$ cat src/rtl/quantum_scheduler_if.sv
// Control-unit <-> quantum scheduler signal bundle.
// master: control-unit side (drives config, exec/halt, stall, PC).
// slave : scheduler side (drives the context-switch request and status).
interface quantum_scheduler_if #(
    parameter int unsigned AW = 10,
    parameter int unsigned DW = 32,
    parameter int unsigned QW = 16
);
    logic [1:0]    flagSetValue;
    logic [DW-1:0] setValue;
    logic          flagExecProc;
    logic          flagHALT;
    logic          interruption;
    logic [AW-1:0] pcCurrent;
    logic          flagCS;
    logic [AW-1:0] addrCS;
    logic [AW-1:0] pcProcess;
    logic [QW-1:0] quantumLeft;
    logic          multiprogEn;
    logic [7:0]    csCount;

    modport master (
        output flagSetValue, setValue, flagExecProc, flagHALT, interruption, pcCurrent,
        input  flagCS, addrCS, pcProcess, quantumLeft, multiprogEn, csCount
    );

    modport slave (
        input  flagSetValue, setValue, flagExecProc, flagHALT, interruption, pcCurrent,
        output flagCS, addrCS, pcProcess, quantumLeft, multiprogEn, csCount
    );
endinterface

$ cat src/rtl/quantum_scheduler.sv
// Preemption timer and context-switch sequencer.
// Counts user-program instruction cycles against a programmable quantum and,
// on expiry, spends one SWITCH cycle requesting a context switch while it
// captures the preempted PC; it then idles in WAIT_OS until the OS resumes.
module quantum_scheduler #(
    parameter int unsigned AW = 10,
    parameter int unsigned DW = 32,
    parameter int unsigned QW = 16
) (
    input  logic               clock,
    input  logic               reset,
    quantum_scheduler_if.slave bus
);

    typedef enum logic [1:0] {
        IDLE    = 2'd0,
        RUN     = 2'd1,
        SWITCH  = 2'd2,
        WAIT_OS = 2'd3
    } state_t;

    localparam logic [QW-1:0] QONE = QW'(1);

    state_t        state_q, state_d;
    logic [QW-1:0] quantum_q, quantum_d;
    logic [QW-1:0] qleft_q, qleft_d;
    logic          mp_q, mp_d;
    logic [AW-1:0] addr_q, addr_d;
    logic [AW-1:0] pcp_q, pcp_d;
    logic [7:0]    cs_q, cs_d;
    logic          can_start;

    // Only the low bits of the register operand are meaningful for any write.
    logic unused_setvalue;
    assign unused_setvalue = ^bus.setValue;

    // A slice can only be started when multiprogramming is on and the quantum is nonzero.
    assign can_start = mp_q && (quantum_q != '0);

    // Configuration writes, accepted in every state.
    always_comb begin
        quantum_d = quantum_q;
        mp_d      = mp_q;
        addr_d    = addr_q;
        case (bus.flagSetValue)
            2'd1:    quantum_d = bus.setValue[QW-1:0];
            2'd2:    mp_d      = bus.setValue[0];
            2'd3:    addr_d    = bus.setValue[AW-1:0];
            default: ;
        endcase
    end

    // Next-state and slice-counter logic.
    always_comb begin
        state_d = state_q;
        qleft_d = qleft_q;
        pcp_d   = pcp_q;
        cs_d    = cs_q;
        unique case (state_q)
            IDLE: begin
                qleft_d = '0;
                if (bus.flagExecProc && can_start) begin
                    state_d = RUN;
                    qleft_d = quantum_q;
                end
            end
            RUN: begin
                if (bus.flagHALT) begin
                    state_d = IDLE;
                    qleft_d = '0;
                end else if (bus.flagExecProc) begin
                    qleft_d = quantum_q;
                end else if (!bus.interruption) begin
                    // A slice reloaded with a zero quantum expires at once instead of wrapping.
                    if (qleft_q <= QONE) begin
                        state_d = SWITCH;
                        qleft_d = '0;
                    end else begin
                        qleft_d = qleft_q - QONE;
                    end
                end
            end
            SWITCH: begin
                // PC is held by the control unit here, so it is the next unexecuted instruction.
                pcp_d   = bus.pcCurrent;
                cs_d    = cs_q + 8'd1;
                qleft_d = '0;
                state_d = WAIT_OS;
            end
            WAIT_OS: begin
                qleft_d = '0;
                if (bus.flagHALT) begin
                    state_d = IDLE;
                end else if (bus.flagExecProc) begin
                    if (can_start) begin
                        state_d = RUN;
                        qleft_d = quantum_q;
                    end else begin
                        state_d = IDLE;
                    end
                end
            end
            default: begin
                state_d = IDLE;
                qleft_d = '0;
            end
        endcase
    end

    // State and datapath registers with asynchronous active-low reset.
    always_ff @(posedge clock or negedge reset) begin
        if (!reset) begin
            state_q   <= IDLE;
            quantum_q <= '0;
            qleft_q   <= '0;
            mp_q      <= 1'b0;
            addr_q    <= '0;
            pcp_q     <= '0;
            cs_q      <= '0;
        end else begin
            state_q   <= state_d;
            quantum_q <= quantum_d;
            qleft_q   <= qleft_d;
            mp_q      <= mp_d;
            addr_q    <= addr_d;
            pcp_q     <= pcp_d;
            cs_q      <= cs_d;
        end
    end

    assign bus.flagCS      = (state_q == SWITCH);
    assign bus.addrCS      = addr_q;
    assign bus.pcProcess   = pcp_q;
    assign bus.quantumLeft = qleft_q;
    assign bus.multiprogEn = mp_q;
    assign bus.csCount     = cs_q;

endmodule
$ cat src/flat_wrapper.sv
// flat-port wrapper written by rule: the top's interface ports become plain ports
module quantum_scheduler_flat 
#(
    parameter int unsigned AW = 10,
    parameter int unsigned DW = 32,
    parameter int unsigned QW = 16
)
  (clock, reset, bus_flagSetValue, bus_setValue, bus_flagExecProc, bus_flagHALT, bus_interruption, bus_pcCurrent, bus_flagCS, bus_addrCS, bus_pcProcess, bus_quantumLeft, bus_multiprogEn, bus_csCount);
  quantum_scheduler_if #(.AW(AW), .DW(DW), .QW(QW)) bus_i ();
  input  logic clock;
  input  logic reset;
  input wire logic [$bits(bus_i.flagSetValue)-1:0] bus_flagSetValue;
  input wire logic [$bits(bus_i.setValue)-1:0] bus_setValue;
  input wire logic [$bits(bus_i.flagExecProc)-1:0] bus_flagExecProc;
  input wire logic [$bits(bus_i.flagHALT)-1:0] bus_flagHALT;
  input wire logic [$bits(bus_i.interruption)-1:0] bus_interruption;
  input wire logic [$bits(bus_i.pcCurrent)-1:0] bus_pcCurrent;
  output wire logic [$bits(bus_i.flagCS)-1:0] bus_flagCS;
  output wire logic [$bits(bus_i.addrCS)-1:0] bus_addrCS;
  output wire logic [$bits(bus_i.pcProcess)-1:0] bus_pcProcess;
  output wire logic [$bits(bus_i.quantumLeft)-1:0] bus_quantumLeft;
  output wire logic [$bits(bus_i.multiprogEn)-1:0] bus_multiprogEn;
  output wire logic [$bits(bus_i.csCount)-1:0] bus_csCount;
  assign bus_i.flagSetValue = bus_flagSetValue;
  assign bus_i.setValue = bus_setValue;
  assign bus_i.flagExecProc = bus_flagExecProc;
  assign bus_i.flagHALT = bus_flagHALT;
  assign bus_i.interruption = bus_interruption;
  assign bus_i.pcCurrent = bus_pcCurrent;
  assign bus_flagCS = bus_i.flagCS;
  assign bus_addrCS = bus_i.addrCS;
  assign bus_pcProcess = bus_i.pcProcess;
  assign bus_quantumLeft = bus_i.quantumLeft;
  assign bus_multiprogEn = bus_i.multiprogEn;
  assign bus_csCount = bus_i.csCount;
  quantum_scheduler #(.AW(AW), .DW(DW), .QW(QW)) u_core (.clock(clock), .reset(reset), .bus(bus_i));
endmodule
$ cat config.mk
export PLATFORM = sky130hd
export DESIGN_NAME = quantum_scheduler_flat
export DESIGN_NICKNAME = d
export VERILOG_FILES = /design/src/rtl/quantum_scheduler_if.sv /design/src/rtl/quantum_scheduler.sv /design/src/flat_wrapper.sv
export SDC_FILE = /design/constraint.sdc
export NUM_CORES = 1
export LEC_CHECK = 0
export ABC_AREA = 1
export BUFFER_PORTS_ARGS = -buffer_cell sky130_fd_sc_hd__buf_4
export CAP_MARGIN = 20
export CORE_ASPECT_RATIO = 1.1
export CORE_MARGIN = 3
export CORE_UTILIZATION = 52
export CTS_CLUSTER_DIAMETER = 30
export DETAILED_ROUTE_END_ITERATION = 8
export MAX_ROUTING_LAYER = met4
export PLACE_DENSITY = 0.8
export SETUP_SLACK_MARGIN = 0.05
export SLEW_MARGIN = 0
export SYNTH_ARGS = -nofsm -noshare
export SYNTH_HDL_FRONTEND = slang
export SYNTH_SLANG_ARGS = --single-unit
$ cat constraint.sdc
create_clock -name clock -period 1.82 [get_ports clock]
set_clock_uncertainty 0.05 [all_clocks]
set_input_delay 0.091 -clock clock [delete_from_list [all_inputs] [get_ports clock]]
set_output_delay 0.091 -clock clock [all_outputs]
set_load 0.01 [all_outputs]
==> results by group, run 1 <==
Run status
  • Status: finished clean

CTS
  • Clock Latency Late Sink: 330 ps
  • CTS sink cnt: 63
  • TritonCTS clock tree: done
  • Worst-path clk slew: ~70 ps
  • CTS Buf Count: 9
  • Root buffer cell: clkbuf_8
  • H-tree depth: 3
  • CTS max path bufs: 2

STA
  • Hold_ws: around 11 ps
  • Minimum clock period: between 1500 and 2000 ps
  • Tightest Pin Transition: a little under 800 ps
  • Final setup violation count: 0
  • Final Cycle Share: between 90% and 100%
  • Worst slew margin: a little under half
  • Hold Fails Final Rpt: 0
  • RSZ-0062 raised after global routing: yes
  • Fmax: 595.0 MHz
  • Fin Setup TNS: 0 ps
  • Final Max Tran Viols: 0

Synth
  • Warnings, synthesis: 0
  • Post-synthesis sequential area ratio: 48.67%
  • Syn nets: 477
  • Syn_area_per_cell: 7.622 sq um
  • Area share of fa/ha/maj cells after synthesis: under 10%
  • Gate Count Post-Synth: between 400 and 500
  • Synth cell types: 30
  • XOR/XNOR Fraction of Synth Area: 2.974%
  • Simple-gate area share of the yosys netlist: between 30% and 40%
  • Compound-cell area share of the yosys netlist: under 10%
  • Multiplexer share of the synthesized area: roughly 1.4%
  • Largest family of logic cells by synthesized area: simple AND/OR/NAND/NOR gates
  • #FFs+latches synth: 63
  • Post-synth design cell area: 0.003239 sq mm

Die
  • Core area: approximately 0.0059 sq mm
  • Initial Utilization: between 50 and 60%
  • Die Wd: between 80 and 90 um
  • Ports: 95
  • # rows: 29
  • Die Y: a little under 90 um
  • Area of the die: between 0.007 and 0.008 sq mm

Detailed routing
  • Avg WL per Cell: about 13 um
  • DRC: 0
  • DRT Wirelength: approximately 8300 um
  • First-pass iteration count of the detailed router: 5
  • Detailed router's first-iteration violation count: between 150 and 200
  • Vias: around 3,200
  • Vias per inst: 5.081
  • DRT antenna net count: 0

Placement
  • Routability Congestion: 0.9006
  • Final HPWL DP: between 5000 and 6000 um
  • Port buffer count: about 80

Power
  • VDD IR max: about 0.96 mV
  • Lkg Pwr: 2.379 nW
  • PD cells: about 1500 mW/mm^2

Critical path
  • Critical path class: register to register
  • Maximum fanout along the worst path: 6
  • Critical Path Sink Type: register
  • Crit path arrival time: about 1900 ps
  • Worst setup SP type: register
  • Worst path required time: a little under 2000 ps

GRT
  • Grt total ovfl: 0
  • Total track usage: around 25%
  • Vias in the first global route: between 2,000 and 3,000
  • First-pass GRT wire length: between 10,000 and 15,000 um
  • Initial antenna violation count: 0
  • Pin count of the biggest net entering global routing: 64

Finish
  • Diode count: 0
  • # fillers: about 430
  • Area growth syn-to-layout: 38.32%
  • Most frequent cells in the layout: 134 x nand2_1, 90 x buf_4, 73 x nor2_1
  • # nets final: 596
  • Leading cell type in the layout, fill and taps excluded: nand2_1
  • Share of cells above drive strength 1: roughly 25%

Job
  • Number of max-cap violations: 0

Worst hold path
  • Hold Path Class: input port to register
-- where the power goes --
group / switching, W / total [W] / internal (W)
sequential: 0.000420 / 0.00222 / 0.00180
combinational: 0.00195 / 0.00341 / 0.00146
clock: 0.000544 / 0.00117 / 0.000628
total: 0.00291 / 0.00681 / 0.00389
-- synthesized netlist by cell type --
cell / number / share of area, %
nand2_1: 135 / 16
nor2_1: 74 / 8.6
dfrtp_1: 63 / 49
inv_1: 40 / 4.6
o21ai_0: 23 / 3.6
a21oi_1: 17 / 2.6
nand3_1: 14 / 2.2
nand4_1: 7 / 1.4
clkbuf_1: 6 / 0.70
xor2_1: 6 / 1.6
xnor2_1: 5 / 1.4
mux2_2: 4 / 1.4
nor2_2: 4 / 0.77
buf_2: 3 / 0.46
ha_1: 3 / 1.2
a21oi_2: 2 / 0.54
a31oi_1: 2 / 0.39
buf_6: 2 / 0.70
inv_2: 2 / 0.23
nand2_4: 2 / 0.70
o21bai_1: 2 / 0.46
nand2_2: 1 / 0.19
nand3_4: 1 / 0.54
nand3b_1: 1 / 0.23
nor2_4: 1 / 0.35
nor3_1: 1 / 0.15
nor3_2: 1 / 0.31
nor4_1: 1 / 0.19
o21ai_1: 1 / 0.15
or2_1: 1 / 0.19
-- per-layer routing --
metal	wire (um)	vias to the layer above	GRT usage (%)
li1	-	1573	-
met1	3522	1473	31.01
met2	4179	125	38.54
met3	553	10	5.804
met4	88	0	9.063
met5	0	-	-
-- flip-flops by register name, summed over array words and instances, names as in the netlist, named ones only --
signal and cells:
u_core.quantum_q 16, u_core.bus.quantumLeft 16, u_core.bus.addrCS 10, u_core.bus.csCount 8
u_core.bus.pcProcess 10, u_core.bus.multiprogEn 1, u_core.state_q 1
-- stage by stage --
stage | power (W) | cells | util (%) | area [sq um] | setup slack [ps]
2_1_floorplan | 0.004165 | 425 | - | 3239 | 112.3
3_3_place_gp | 0.005195 | 578 | 66.43 | 3929 | 187.2
3_5_place_dp | 0.005298 | 578 | 66.43 | 3929 | 139.7
4_1_cts | 0.006530 | 620 | 74.02 | 4378 | 140.5
5_1_grt | 0.007375 | 626 | 75.76 | 4481 | -6.839
6_report | 0.006808 | 626 | 75.76 | 4481 | 139.2
-- critical path: stages (launching register included) --
cell and delay [ps]:
dfrtp_1 470, nor2_2 200, nand2_1 110, nor2_1 190
nand2_4 140, buf_4 170, nand4_1 60, nand2_1 50
inv_1 80, a21oi_2 50
-- final cells by class --
type	instances	area, sq um	share of cell area [%]
clock inverter	6	61.31	1.368
clock buffer	10	127.6	2.848
sequential	63	1577	35.19
timing repair buffer	118	958.4	21.39
inverter	42	157.7	3.519
tap	77	96.34	2.150
multi-input combinational	310	1503	33.54
-- timing repair --
action                                 4_1_cts  5_1_grt
setup endpoints to repair                    0       14
resized for setup                            0       15
hold buffers                                26        0
endpoints found under the hold margin       94        0
setup buffers                                0        5
-- cells by family after synthesis --
kind of cell               count (synthesis)
AOI/OAI and AO/OA                         47
xor gates and xnor gates                  11
adders and majority gates                  3
buffers and inverters                     53
DFF                                       63
muxes                                      4
and+or+nand+nor                          244
-- final timing paths --
check	to	cells past startpoint	start	slack (ps)
setup / recovery	u_core.bus.quantumLeft[3]	9	u_core.bus.quantumLeft[2]	140
hold / removal	u_core.bus.addrCS[5]	3	bus_setValue[5]	10
setup reg to reg	u_core.bus.quantumLeft[3]	9	u_core.bus.quantumLeft[2]	140
hold reg to reg	u_core.bus.csCount[7]	1	u_core.bus.csCount[7]	430
max in group asynchronous	u_core.bus.quantumLeft[1]	2	reset	870
min in group asynchronous	u_core.bus.quantumLeft[10]	2	reset	310
Note: power is estimated with default switching activity, not from simulation.
==> run 2: changes to the inputs <==
ABC_AREA = 0   (was 1)
BUFFER_PORTS_ARGS = default   (was -buffer_cell sky130_fd_sc_hd__buf_4)
CORE_UTILIZATION = 60   (was 52)
CTS_CLUSTER_DIAMETER = default   (was 30)
DONT_BUFFER_PORTS = 1   (was default)
PLACE_DENSITY = 0.76   (was 0.8)
==> run 2 against run 1 <==
  * The run now ends with negative setup slack left
  * Global-route usage up 13 points
  * Hold slack worse by 8.9 ps
  * Setup slack worse by 600 ps
  * Final cell count down 38%
  * Die area down 21%
  * Cell area down 12%
  * Register-to-register slack worse by 600 ps
  * Sequential power down 3%
  * Synthesized area down 10%
  * Total power down 17%
  * Core utilization up 12 points
  * Largest power group unchanged
==> results by group, run 2 <==
Run status
  • Status: finished with violations
  • Failing checks: negative setup slack

CTS
  • CTS Buf Count: 9 (unchanged)
  • Worst-path clk slew: 80 ps (about the same)
  • TritonCTS clock tree: done
  • Clock Latency Late Sink: 360 ps (+30 ps)
  • Root buffer cell: clkbuf_8
  • H-tree depth: 3 (unchanged)
  • CTS max path bufs: 2 (unchanged)
  • CTS sink cnt: 63 (unchanged)

Finish
  • # nets final: 382 (-36%)
  • Fin area: 0.003934 sq mm (-12%)
  • Diode count: 0 (unchanged)
  • Area of the multi-input gates: 0.001291 sq mm (-14%)
  • Area growth syn-to-layout: 35.52%
  • Most frequent cells in the layout: 63 x dfrtp_1, 55 x buf_4, 37 x mux2_2
  • Share of cells above drive strength 1: 37.31% (+13 points)
  • # fillers: 168 (-61%)
  • Leading cell type in the layout, fill and taps excluded: dfrtp_1
  • FF/Latch Area: 0.001577 sq mm (unchanged)

GRT
  • First-pass GRT wire length: 15,490 um (+18%)
  • Pin count of the biggest net entering global routing: 64 (unchanged)
  • Vias in the first global route: 2,736 (-6.8%)
  • Initial antenna violation count: 0 (unchanged)
  • Total track usage: 37.76% (+13 points)
  • Grt total ovfl: 0 (unchanged)

Synth
  • #FFs+latches synth: 63 (unchanged)
  • Syn_area_per_cell: 12.15 sq um (+59%)
  • Synth top area cells: dfrtp_1 54%, mux2_2 14%, xnor2_1 2.1%, nand2_1 2.1%, nand3_1 1.9%
  • Post-synth EDFFs: 0 (unchanged)
  • Leading area contributor after synthesis: dfrtp_1
  • Most frequent cells after synthesis: 63 x dfrtp_1, 37 x mux2_2, 16 x nand2_1
  • Post-synth ARST share: 100.0% (unchanged)
  • Count leader, synth: dfrtp_1
  • Syn nets: 291 (-39%)
  • Synth cell types: 49 (+63%)
  • Warnings, synthesis: 0 (unchanged)
  • Gate Count Post-Synth: 239 (-44%)
  • Most used DFF post-synth: dfrtp_1
  • Top cell type's share of synthesized area: 54.31% (+5.6 points)
  • Post-synthesis sequential area ratio: 54.31% (+5.6 points)
  • Post-synth design cell area: 0.002903 sq mm (-10%)

Critical path
  • Slowest-stage cell, CP: or4_4
  • CP top delay family: simple AND/OR/NAND/NOR gates
  • Critical path's largest stage delay: 540 ps (+70 ps)
  • Worst R2R Start: u_core.bus.quantumLeft[11]
  • Crit path buffers/inverters: 1 (-1)
  • Maximum fanout along the worst path: 4 (-2)
  • Critical Path Sink Type: register
  • Crit path arrival time: 2460 ps (+610 ps)
  • Critical path class: register to register
  • Worst path required time: 2010 ps (+20 ps)
  • Most frequent CP cell: or4_4
  • Worst Setup SP: u_core.bus.quantumLeft[11]
  • Worst path cell trace: or4_4 -> or4_4 -> o21ai_4 -> buf_4 -> nor4_2 -> a221o_1
  • Worst setup SP type: register

STA
  • Hold_ws: 2.015 ps (-8.946 ps)
  • Final setup violation count: 18 (+18)
  • Tightest Pin Transition: 450.9 ps (-333.7 ps)
  • Final Max Tran Viols: 0 (unchanged)
  • Hold Fails Final Rpt: 0 (unchanged)
  • Final Cycle Share: 125.1% (+33 points)
  • RSZ-0062 raised after global routing: yes
  • Worst slew margin: 69.56% (+22 points)
  • Final setup margin: -456.6 ps (-595.8 ps)
  • Minimum clock period: 2277 ps (+595.8 ps)
  • Fmax: 439.3 MHz (-26%)

Power
  • Lkg Pwr: 1.769 nW (-26%)
  • PD cells: 1431 mW/mm^2 (-5.8%)
  • VDD IR max: 0.9052 mV (-5.6%)

Die
  • Die Y: 78.95 um (-11%)
  • # rows: 25 (-14%)
  • Initial Utilization: 64.90% (+10 points)
  • Core area: 0.004473 sq mm (-24%)
  • Ports: 95 (unchanged)
  • Die Wd: 72.32 um (-11%)
  • Area of the die: 0.005710 sq mm (-21%)

Detailed routing
  • DRC: 0 (unchanged)
  • Avg WL per Cell: 25.00 um (+88%)
  • Detailed router's first-iteration violation count: 412 (+110%)
  • Vias: 2,600 (-18%)
  • First-pass iteration count of the detailed router: 8 (+3)
  • Vias per inst: 6.684 (+32%)
  • DRT Wirelength: 9724 um (+17%)
  • DRT antenna net count: 0 (unchanged)

Placement
  • Placed Area: 0.003368 sq mm (-14%)
  • Final HPWL DP: 5622 um (+4.1%)
  • Routability Congestion: 0.9280 (+3.0%)
  • Port buffer count: 0 (-100%)

Worst hold path
  • Hold_sp: bus_flagSetValue[1]
  • Hold Path Class: input port to register

Job
  • Number of max-cap violations: 0 (unchanged)
[run 2: through the flow]
stage / setup TNS [ps] / worst slack, ps / std cells / utilization [%] / power, W
after floorplan: -4673 / -385.4 / 239 / - / 0.003199
after global placement: -4555 / -354.6 / 341 / 75.30 / 0.003914
after detailed placement: -5387 / -403.7 / 341 / 75.30 / 0.004023
after CTS: -5679 / -408.0 / 389 / 87.75 / 0.005391
after global routing: -7269 / -492.4 / 389 / 87.94 / 0.005842
final: -6631 / -456.6 / 389 / 87.94 / 0.005630
[run 2: cell families (layout without fill, tap and decap cells)]
group,after synthesis,in the layout,synth area share (%)
AO/OA/AOI/OAI,38,38,10.17
adder cells (fa/ha/maj),3,3,1.293
AND/OR/NAND/NOR,75,75,14.96
multiplexers,39,39,15.04
buffers and inverters,14,110,2.112
flip-flops,63,63,54.31
XOR/XNOR,7,7,2.112
[run 2: metal layers]
metal  track usage (%)  part of all wire [%]  up-vias
li1                  -                     -     1078
met1             46.85                    36     1261
met2             57.56                    48      207
met3             8.861                    11       54
met4             19.74                   5.4        0
met5                 -                     0        -
[run 2: area by class of cell]
cell class | count | share of cell area (%)
multi-input combinational | 162 | 32.82
clock inverter | 6 | 1.718
sequential | 63 | 40.08
tap | 54 | 1.718
inverter | 6 | 0.5725
clock buffer | 10 | 3.499
timing repair buffer | 88 | 19.59
[run 2: worst paths after layout]
path	slack, ps	endpoint	cells past startpoint
min reg2reg	500	u_core.bus.csCount[7]	1
min in group asynchronous	220	u_core.bus.quantumLeft[11]	2
max	-460	u_core.bus.quantumLeft[13]	6
max reg2reg	-460	u_core.bus.quantumLeft[13]	6
min	2	u_core.bus.multiprogEn	2
max in group asynchronous	1230	u_core.bus.addrCS[4]	2
[run 2: report_power, final]
| part | switching, W | total, W | internal, W |
|---|---|---|---|
| combinational | 0.00107 | 0.00217 | 0.00110 |
| sequential | 0.000406 | 0.00215 | 0.00174 |
| clock | 0.000630 | 0.00131 | 0.000677 |
[run 2: what timing repair did]
action,in CTS,in global routing
endpoints found under the setup margin,18,20
pin swaps,1,1
endpoints found under the hold margin,109,0
setup buffers,0,0
hold buffers,32,0
resized for setup,2,4
